[src/rtl/pipe_skid_reg_if.sv]
// Single-direction valid/ready/data link between pipeline stages.
// The DUT takes one instance as its upstream port (slave) and one as its downstream port (master).
interface pipe_skid_reg_if #(
    parameter int DATA_W = 32
);
    logic              valid;
    logic              ready;
    logic [DATA_W-1:0] data;

    modport master (output valid, output data, input ready);
    modport slave  (input valid, input data, output ready);
endinterface

[src/rtl/pipe_skid_reg.sv]
// Pipeline stage register with a 2-entry skid buffer, synchronous flush,
// occupancy reporting and a saturating stall counter; in_ready comes straight from a flop.
module pipe_skid_reg #(
    parameter int                DATA_W      = 32,
    parameter logic [DATA_W-1:0] BUBBLE_DATA = {DATA_W{1'b0}},
    parameter int                CNT_W       = 16
) (
    input  logic                   clk_i,
    input  logic                   rst_ni,
    input  logic                   flush_i,
    pipe_skid_reg_if.slave         up_if,
    pipe_skid_reg_if.master        dn_if,
    output logic [1:0]             occupancy_o,
    output logic [CNT_W-1:0]       stall_cnt_o
);

    // State is the pair {skid valid, main valid}; 2'b10 is unreachable.
    localparam logic [1:0] ST_EMPTY = 2'b00;
    localparam logic [1:0] ST_FULL  = 2'b01;
    localparam logic [1:0] ST_SKID  = 2'b11;

    localparam logic [CNT_W-1:0] STALL_MAX = {CNT_W{1'b1}};

    logic [DATA_W-1:0] main_q, main_d;
    logic [DATA_W-1:0] skid_q, skid_d;
    logic              main_vld_q, main_vld_d;
    logic              skid_vld_q, skid_vld_d;
    logic [CNT_W-1:0]  stall_q, stall_d;

    logic [1:0] state_s;
    logic       in_ready_s;
    logic       acc_s;
    logic       snd_s;

    assign state_s    = {skid_vld_q, main_vld_q};
    assign in_ready_s = ~skid_vld_q;
    assign acc_s      = up_if.valid & in_ready_s;
    assign snd_s      = main_vld_q & dn_if.ready;

    assign up_if.ready = in_ready_s;
    assign dn_if.valid = main_vld_q;
    assign dn_if.data  = main_q;
    assign occupancy_o = {skid_vld_q, main_vld_q & ~skid_vld_q};
    assign stall_cnt_o = stall_q;

    // Next-state logic for the main/skid storage and their valid bits.
    always_comb begin
        main_d     = main_q;
        skid_d     = skid_q;
        main_vld_d = main_vld_q;
        skid_vld_d = skid_vld_q;
        if (flush_i) begin
            main_d     = BUBBLE_DATA;
            skid_d     = BUBBLE_DATA;
            main_vld_d = 1'b0;
            skid_vld_d = 1'b0;
        end else begin
            case (state_s)
                ST_EMPTY: begin
                    if (acc_s) begin
                        main_d     = up_if.data;
                        main_vld_d = 1'b1;
                    end else begin
                        main_d     = main_q;
                        main_vld_d = main_vld_q;
                    end
                end
                ST_FULL: begin
                    if (acc_s && snd_s) begin
                        main_d = up_if.data;
                    end else if (acc_s) begin
                        skid_d     = up_if.data;
                        skid_vld_d = 1'b1;
                    end else if (snd_s) begin
                        main_d     = BUBBLE_DATA;
                        main_vld_d = 1'b0;
                    end else begin
                        main_d = main_q;
                    end
                end
                ST_SKID: begin
                    if (snd_s) begin
                        main_d     = skid_q;
                        skid_d     = BUBBLE_DATA;
                        skid_vld_d = 1'b0;
                    end else begin
                        main_d = main_q;
                    end
                end
                default: begin
                    main_d     = BUBBLE_DATA;
                    skid_d     = BUBBLE_DATA;
                    main_vld_d = 1'b0;
                    skid_vld_d = 1'b0;
                end
            endcase
        end
    end

    // Stall counter saturates and ignores flushed cycles.
    always_comb begin
        if (main_vld_q && !dn_if.ready && !flush_i && (stall_q != STALL_MAX)) begin
            stall_d = stall_q + CNT_W'(1);
        end else begin
            stall_d = stall_q;
        end
    end

    // State and counter registers.
    always_ff @(posedge clk_i or negedge rst_ni) begin
        if (!rst_ni) begin
            main_q     <= BUBBLE_DATA;
            skid_q     <= BUBBLE_DATA;
            main_vld_q <= 1'b0;
            skid_vld_q <= 1'b0;
            stall_q    <= {CNT_W{1'b0}};
        end else begin
            main_q     <= main_d;
            skid_q     <= skid_d;
            main_vld_q <= main_vld_d;
            skid_vld_q <= skid_vld_d;
            stall_q    <= stall_d;
        end
    end

endmodule

[src/flat_wrapper.sv]
// flat-port wrapper written by rule: the top's interface ports become plain ports
module pipe_skid_reg_flat 
#(
    parameter int                DATA_W      = 32,
    parameter logic [DATA_W-1:0] BUBBLE_DATA = {DATA_W{1'b0}},
    parameter int                CNT_W       = 16
)
  (clk_i, rst_ni, flush_i, occupancy_o, stall_cnt_o, up_if_valid, up_if_data, up_if_ready, dn_if_valid, dn_if_data, dn_if_ready);
  pipe_skid_reg_if #(.DATA_W(DATA_W)) up_if_i ();
  pipe_skid_reg_if #(.DATA_W(DATA_W)) dn_if_i ();
  input  logic clk_i;
  input  logic rst_ni;
  input  logic flush_i;
  output logic [1:0] occupancy_o;
  output logic [CNT_W-1:0] stall_cnt_o;
  input wire logic [$bits(up_if_i.valid)-1:0] up_if_valid;
  input wire logic [$bits(up_if_i.data)-1:0] up_if_data;
  output wire logic [$bits(up_if_i.ready)-1:0] up_if_ready;
  output wire logic [$bits(dn_if_i.valid)-1:0] dn_if_valid;
  output wire logic [$bits(dn_if_i.data)-1:0] dn_if_data;
  input wire logic [$bits(dn_if_i.ready)-1:0] dn_if_ready;
  assign up_if_i.valid = up_if_valid;
  assign up_if_i.data = up_if_data;
  assign up_if_ready = up_if_i.ready;
  assign dn_if_valid = dn_if_i.valid;
  assign dn_if_data = dn_if_i.data;
  assign dn_if_i.ready = dn_if_ready;
  pipe_skid_reg #(.DATA_W(DATA_W), .BUBBLE_DATA(BUBBLE_DATA), .CNT_W(CNT_W)) u_core (.clk_i(clk_i), .rst_ni(rst_ni), .flush_i(flush_i), .up_if(up_if_i), .dn_if(dn_if_i), .occupancy_o(occupancy_o), .stall_cnt_o(stall_cnt_o));
endmodule
[config.mk]
export PLATFORM = sky130hd
export DESIGN_NAME = pipe_skid_reg_flat
export DESIGN_NICKNAME = d
export VERILOG_FILES = /design/src/rtl/pipe_skid_reg_if.sv /design/src/rtl/pipe_skid_reg.sv /design/src/flat_wrapper.sv
export SDC_FILE = /design/constraint.sdc
export NUM_CORES = 1
export LEC_CHECK = 0
export BUFFER_PORTS_ARGS = -buffer_cell sky130_fd_sc_hd__buf_4
export CELL_PAD_IN_SITES_DETAIL_PLACEMENT = 0
export CELL_PAD_IN_SITES_GLOBAL_PLACEMENT = 1
export CORE_ASPECT_RATIO = 1.4
export CORE_MARGIN = 1
export CORE_UTILIZATION = 44
export DETAILED_ROUTE_END_ITERATION = 10
export PLACE_DENSITY = 0.95
export SLEW_MARGIN = 10
export SYNTH_ARGS = -nofsm -noshare
export SYNTH_HDL_FRONTEND = slang
export SYNTH_SLANG_ARGS = --single-unit
[constraint.sdc]
create_clock -name clk_i -period 3.5 [get_ports clk_i]
set_input_delay 0.175 -clock clk_i [delete_from_list [all_inputs] [get_ports clk_i]]
set_output_delay 0.175 -clock clk_i [all_outputs]
set_load 0.05 [all_outputs]
### Word-level counts from Yosys, hierarchy flattened

Index checks and enable logic that the tools add are counted.

| storage, ports and cells | value |
|---|---|
| register bits after elaboration | 82 |
| word-level logic and storage cells | 52 |
| input port bits | 37 |

| operators by class | value |
|---|---|
| bitwise gates (word level) | 4 |
| reduce and logical (&&, ||, !) cells | 10 |
| muxes and demuxes | 19 |
| $add $sub $neg | 1 |
| equality and inequality tests | 13 |

Operators by type and width:

| kind | number |
|---|---|
| 2-to-1 mux 32 bit | 8 |
| case mux 32 bit (3 select lines) | 2 |
| adder 16 x 1 -> 16 bit (second input constant) | 1 |
| != test 16 bit (second input constant) | 1 |
| != test 3 x 2 -> 1 bit (second input constant) | 4 |
| AND reduction 4 bit | 2 |
| 2-to-1 mux 1 bit | 7 |
| != test 3 bit (second input constant) | 2 |
| case mux 1 bit (3 select lines) | 2 |
| AND reduction 5 bit | 1 |
| logical AND 1 bit | 4 |
| != test 2 bit (second input constant) | 2 |
| != test 4 x 2 -> 1 bit (second input constant) | 1 |
| != test 4 bit (second input constant) | 1 |
| AND 1 bit | 3 |
| equality test 2 x 1 -> 1 bit (second input constant) | 1 |
| equality test 2 bit (second input constant) | 1 |
| logical NOT 1 bit | 2 |
| logical NOT 2 bit | 1 |
| inverter 1 bit | 1 |

### Logic depth before layout (Yosys ltp)

| logic depth | value |
|---|---|
| word-level depth | 6 |
| mapped depth | 5 |
| depth with buffers taken out | 5 |

### Worst setup path after synthesis

OpenSTA, ideal clock, no wires.

| path | value |
|---|---|
| path kind | register -> register |
| from | register u_core.stall_q[0], in the netlist u_core.stall_cnt_o[0] |
| to | register u_core.stall_q[7], in the netlist u_core.stall_cnt_o[7] |
| path slack | 1.426 ns |
| clock period less this slack | 2.074 ns |
| arrival | 1.929 ns |
| cell stages (with the launch flop) | 6 |
| cell sequence | dfrtp_1 ha_1 nand4_1 or4_4 nand4_1 xnor2_1 |

| on the way | value |
|---|---|
| word-level cells in the longest chain between the ends | 2 |
| elaborated cells on any way between the ends | 3 |
| those cells by class | 1 x add/sub; 1 x eq/ne; 1 x reduce/logical |

Ends and longest elaborated chain:

| element | line | RTL |
|---|---|---|
| start, declared | pipe_skid_reg.sv:28 | `logic [CNT_W-1:0] stall_q, stall_d;` |
| start signal, assigned | pipe_skid_reg.sv:116 | `stall_q <= {CNT_W{1'b0}};` |
| start signal, assigned | pipe_skid_reg.sv:122 | `stall_q <= stall_d;` |
| branches (longest 2 deep; another with adder 16 x 1 -> 16 bit) | n/a |  |

Several ways; the timed one is not identified.
A chain may end at the register's enable or synchronous reset.

### Final worst setup path

| path | value |
|---|---|
| from | register u_core.skid_vld_q |
| to | register u_core.main_q[15], in the netlist u_core.dn_if.data[15] |

| on the way | value |
|---|---|
| word-level cells in the longest chain between the ends | 6 |
| elaborated cells on any way between the ends | 14 |
| those cells by class | 6 x eq/ne; 3 x mux; 2 x bitwise; 3 x reduce/logical |

Ends and longest elaborated chain:

| element | line | RTL |
|---|---|---|
| start, declared | pipe_skid_reg.sv:27 | `logic skid_vld_q, skid_vld_d;` |
| start signal, assigned | pipe_skid_reg.sv:121 | `skid_vld_q <= skid_vld_d;` |
| inverter 1 bit | pipe_skid_reg.sv:36 | `assign in_ready_s = ~skid_vld_q;` |
| AND 1 bit | pipe_skid_reg.sv:37 | `assign acc_s = up_if.valid & in_ready_s;` |
| logical AND 1 bit | pipe_skid_reg.sv:69 | `if (acc_s && snd_s) begin` |
| 2-to-1 mux 32 bit | pipe_skid_reg.sv:69 |  |
| case mux 32 bit (3 select lines) | pipe_skid_reg.sv:58 | `case (state_s)` |
| 2-to-1 mux 32 bit | pipe_skid_reg.sv:52 | `if (flush_i) begin` |
| end signal, assigned | pipe_skid_reg.sv:118 | `main_q <= main_d;` |
| end, declared | pipe_skid_reg.sv:24 | `logic [DATA_W-1:0] main_q, main_d;` |

Several ways; a longest one is shown, not always the timed one.

==> results.toml <==
[outcome]
violations = "hold timing"
status = "finished, violations left"

[finish]
antennaDiodeCount = 0
drive_gt1_frac = 0.313
finalNetCount = 423
final_cell_area_sq_um = 4390
areaGrowthSynthToFinish_pct = 27.0

[clock_tree]
cts_setup_buffers = 0
ctsHtreeMaxLevel = 3
cts.sink_count = 82
worstSkewPairLatency_ns = 0.35
clock_path_buffers = 2
clockRootBuffer = "clkbuf_8"
ctsResizeCount = 0
cts_buffers = 9
cts_hold_buf = 0
cts_tree = "yes"
path_clk_slew_ns = 0.09

[power]
leakage_uw = 0.00215
total_power_uw = 2200
power.density_nw_per_um2 = 502
ir_drop_mv = 0.310

[global_route]
grt_max_degree = 83
gr-total-overflow = 0
antenna_found_initial = 0
grt_pass1_vias = 2839
grt_usage = 0.219
grt_first_pass_wirelength_um = 14000

[hold_path]
hp-class = "in -> async"

[place]
io_buffers = 88
dpl.hpwl_um = 5470
gp_congestion = 0.825
placed_cell_area_sq_um = 4200

[drt]
drtPass1Iterations = 5
drc = 0
vias = 2784
antenna_left = 0
vias_per_cell = 5.72
wl_um = 8340
drt_iter0_drc = 158
post_drt_wl_per_cell_um = 17.1

[timing]
final_hold_viol_count = 6
max_freq_mhz = 442
fin_worst_skew_ns = 0.00930
worstMarginPinSlew_ns = 1.02
rsz0062_at_grt = "no"
min_period_over_period = 0.647
whs_ns = -0.0113
fin_crit_ns = 2.26
slew_headroom = 0.321
finalSetupTns_ns = 0
slew_viol_final = 0
setup_violations = 0

[floorplan]
die-area_sq_um = 8220
io_pins = 89
dieWidth_um = 76.9
start_util = 0.461
row_count = 37
die_y_um = 107
core_area_sq_um = 7500

[synth]
synth_area_leaders = "dfrtp_1, a22o_1, a22oi_1"
avgSynthCellArea_sq_um = 11.5
synth_warnings = 0
ys_seq_area_frac = 0.594
ys_ff_latch = 82
syn-num-nets = 339
syn_area_sq_um = 3460
ys_types = 38
yosysTopAreaCell = "dfrtp_1"
synth_top_area_frac = 0.594
synth_cells = 301

[setup_path]
regToRegStartpoint = "u_core.skid_vld_q$_DFFE_PN0P_"
arrival_ns = 2.45
setup.worst_path.end = "u_core.dn_if.data[15]$_DFFE_PN0P_"
worstSetupPathType = "reg -> reg"
worstRegToRegCells = 4
reg2reg_to = "u_core.dn_if.data[15]$_DFFE_PN0P_"
cp-end-kind = "flop"
r2r_slack_ns = 1.24
crit_fanout = 32
critical_path.startpoint = "u_core.skid_vld_q$_DFFE_PN0P_"
cp_data_required_time_ns = 3.69
cp-start-kind = "flop"

[run]
maxCapViolCount = 0
## per-layer routing
| metal | GRT usage | share of wire |
|---|---|---|
| met4 | 0.107 | 0.025 |
| met2 | 0.351 | 0.49 |
| met5 | 0 | 0 |
| met1 | 0.281 | 0.43 |
| met3 | 0.0477 | 0.057 |
## Yosys cell counts, drive strengths merged
library cell / n
a21o: 1
or3: 1
nand4: 5
a211oi: 1
a31oi: 3
a22o: 32
a41oi: 1
nor4: 4
xor2: 7
nand2: 37
clkbuf: 15
nand2b: 2
a211o: 1
nor4b: 3
nor2: 10
nand3b: 1
nand3: 5
or4: 1
nor3: 3
a21oi: 6
ha: 1
a22oi: 32
o21ai: 32
or3b: 1
xnor2: 5
mux2: 1
buf: 5
inv: 3
dfrtp: 82
## critical path: stages, from the launching register on
cell,delay (ns)
dfrtp_1,0.50
or3_1,0.41
a21oi_2,0.17
a211o_1,0.78
o21ai_0,0.24
## state kept, by name, summed over array words and instances, names as in the netlist
register,cells
u_core.dn_if.valid,1
u_core.skid_q,32
u_core.dn_if.data,32
u_core.stall_cnt_o,16
u_core.skid_vld_q,1
## kinds of logic after synthesis
logic type               count (synthesis)  share of synthesized area
AO/OA/AOI/OAI                          109                      0.223
flip-flops                              82                      0.594
AND/OR/NAND/NOR                         73                      0.117
buffers and inverters                   23                     0.0293
XOR/XNOR                                12                     0.0304
multiplexers                             1                    0.00326
adder cells (fa/ha/maj)                  1                    0.00362
## metrics by stage
| stage | std cells | setup slack (ns) | hold WS (ns) | utilization |
|---|---|---|---|---|
| 2_1_floorplan | 301 | 1.43 | -0.121 | - |
| 3_3_place_gp | 471 | 1.35 | 0.398 | 0.560 |
| 3_5_place_dp | 471 | 1.24 | 0.406 | 0.560 |
| 4_1_cts | 487 | 1.22 | 0.0273 | 0.585 |
| 5_1_grt | 487 | 1.11 | 0.0257 | 0.585 |
| 6_report | 487 | 1.24 | -0.0113 | 0.585 |
## placed cells by master, fill, tap and decap left out, types with 2 or more instances in the layout
cell type	n
o21ai_1	3
nor3_1	2
nor4b_1	3
dfrtp_1	82
a22oi_1	32
nand3_1	5
nor2_1	7
inv_6	3
o21ai_0	29
nand2b_1	2
nor2_2	3
a31oi_1	3
xor2_1	7
nand4_1	4
a21oi_1	4
buf_4	93
nor4_4	2
a22o_1	32
clkinvlp_4	3
nand2_1	37
clkbuf_8	10
inv_1	3
xnor2_1	5
a21oi_2	2
## area by class of cell
type / count / area (sq um)
fillers: 645 / 3110
flip-flops and latches: 82 / 2050
multi-input cells: 196 / 1320
repair buffers: 93 / 698
clock buffers: 10 / 138
well taps: 97 / 121
clock inverters: 6 / 48.8
inverters: 3 / 11.3
## how the worst min path moves through the flow
stage,endpoint,slack (ns)
final,u_core.stall_cnt_o[0]$_DFFE_PN0P_,-0.01
after global routing,u_core.dn_if.valid$_DFFE_PN0P_,0.03
after CTS,u_core.dn_if.data[23]$_DFFE_PN0P_,0.03
after detailed placement,u_core.skid_q[15]$_DFFE_PN0P_,0.41
after global placement,u_core.dn_if.valid$_DFFE_PN0P_,0.40
after floorplan,u_core.dn_if.data[0]$_DFFE_PN0P_,-0.12
## power by group
group / switching [uW] / internal [uW] / leakage, uW / total, uW
registers: 58.5 / 1010 / 0.00111 / 1070
logic: 334 / 151 / 0.000957 / 486
clock network: 366 / 285 / 0.0000859 / 650
total: 758 / 1450 / 0.00215 / 2200
No activity file was read; power rests on OpenSTA's default activity.
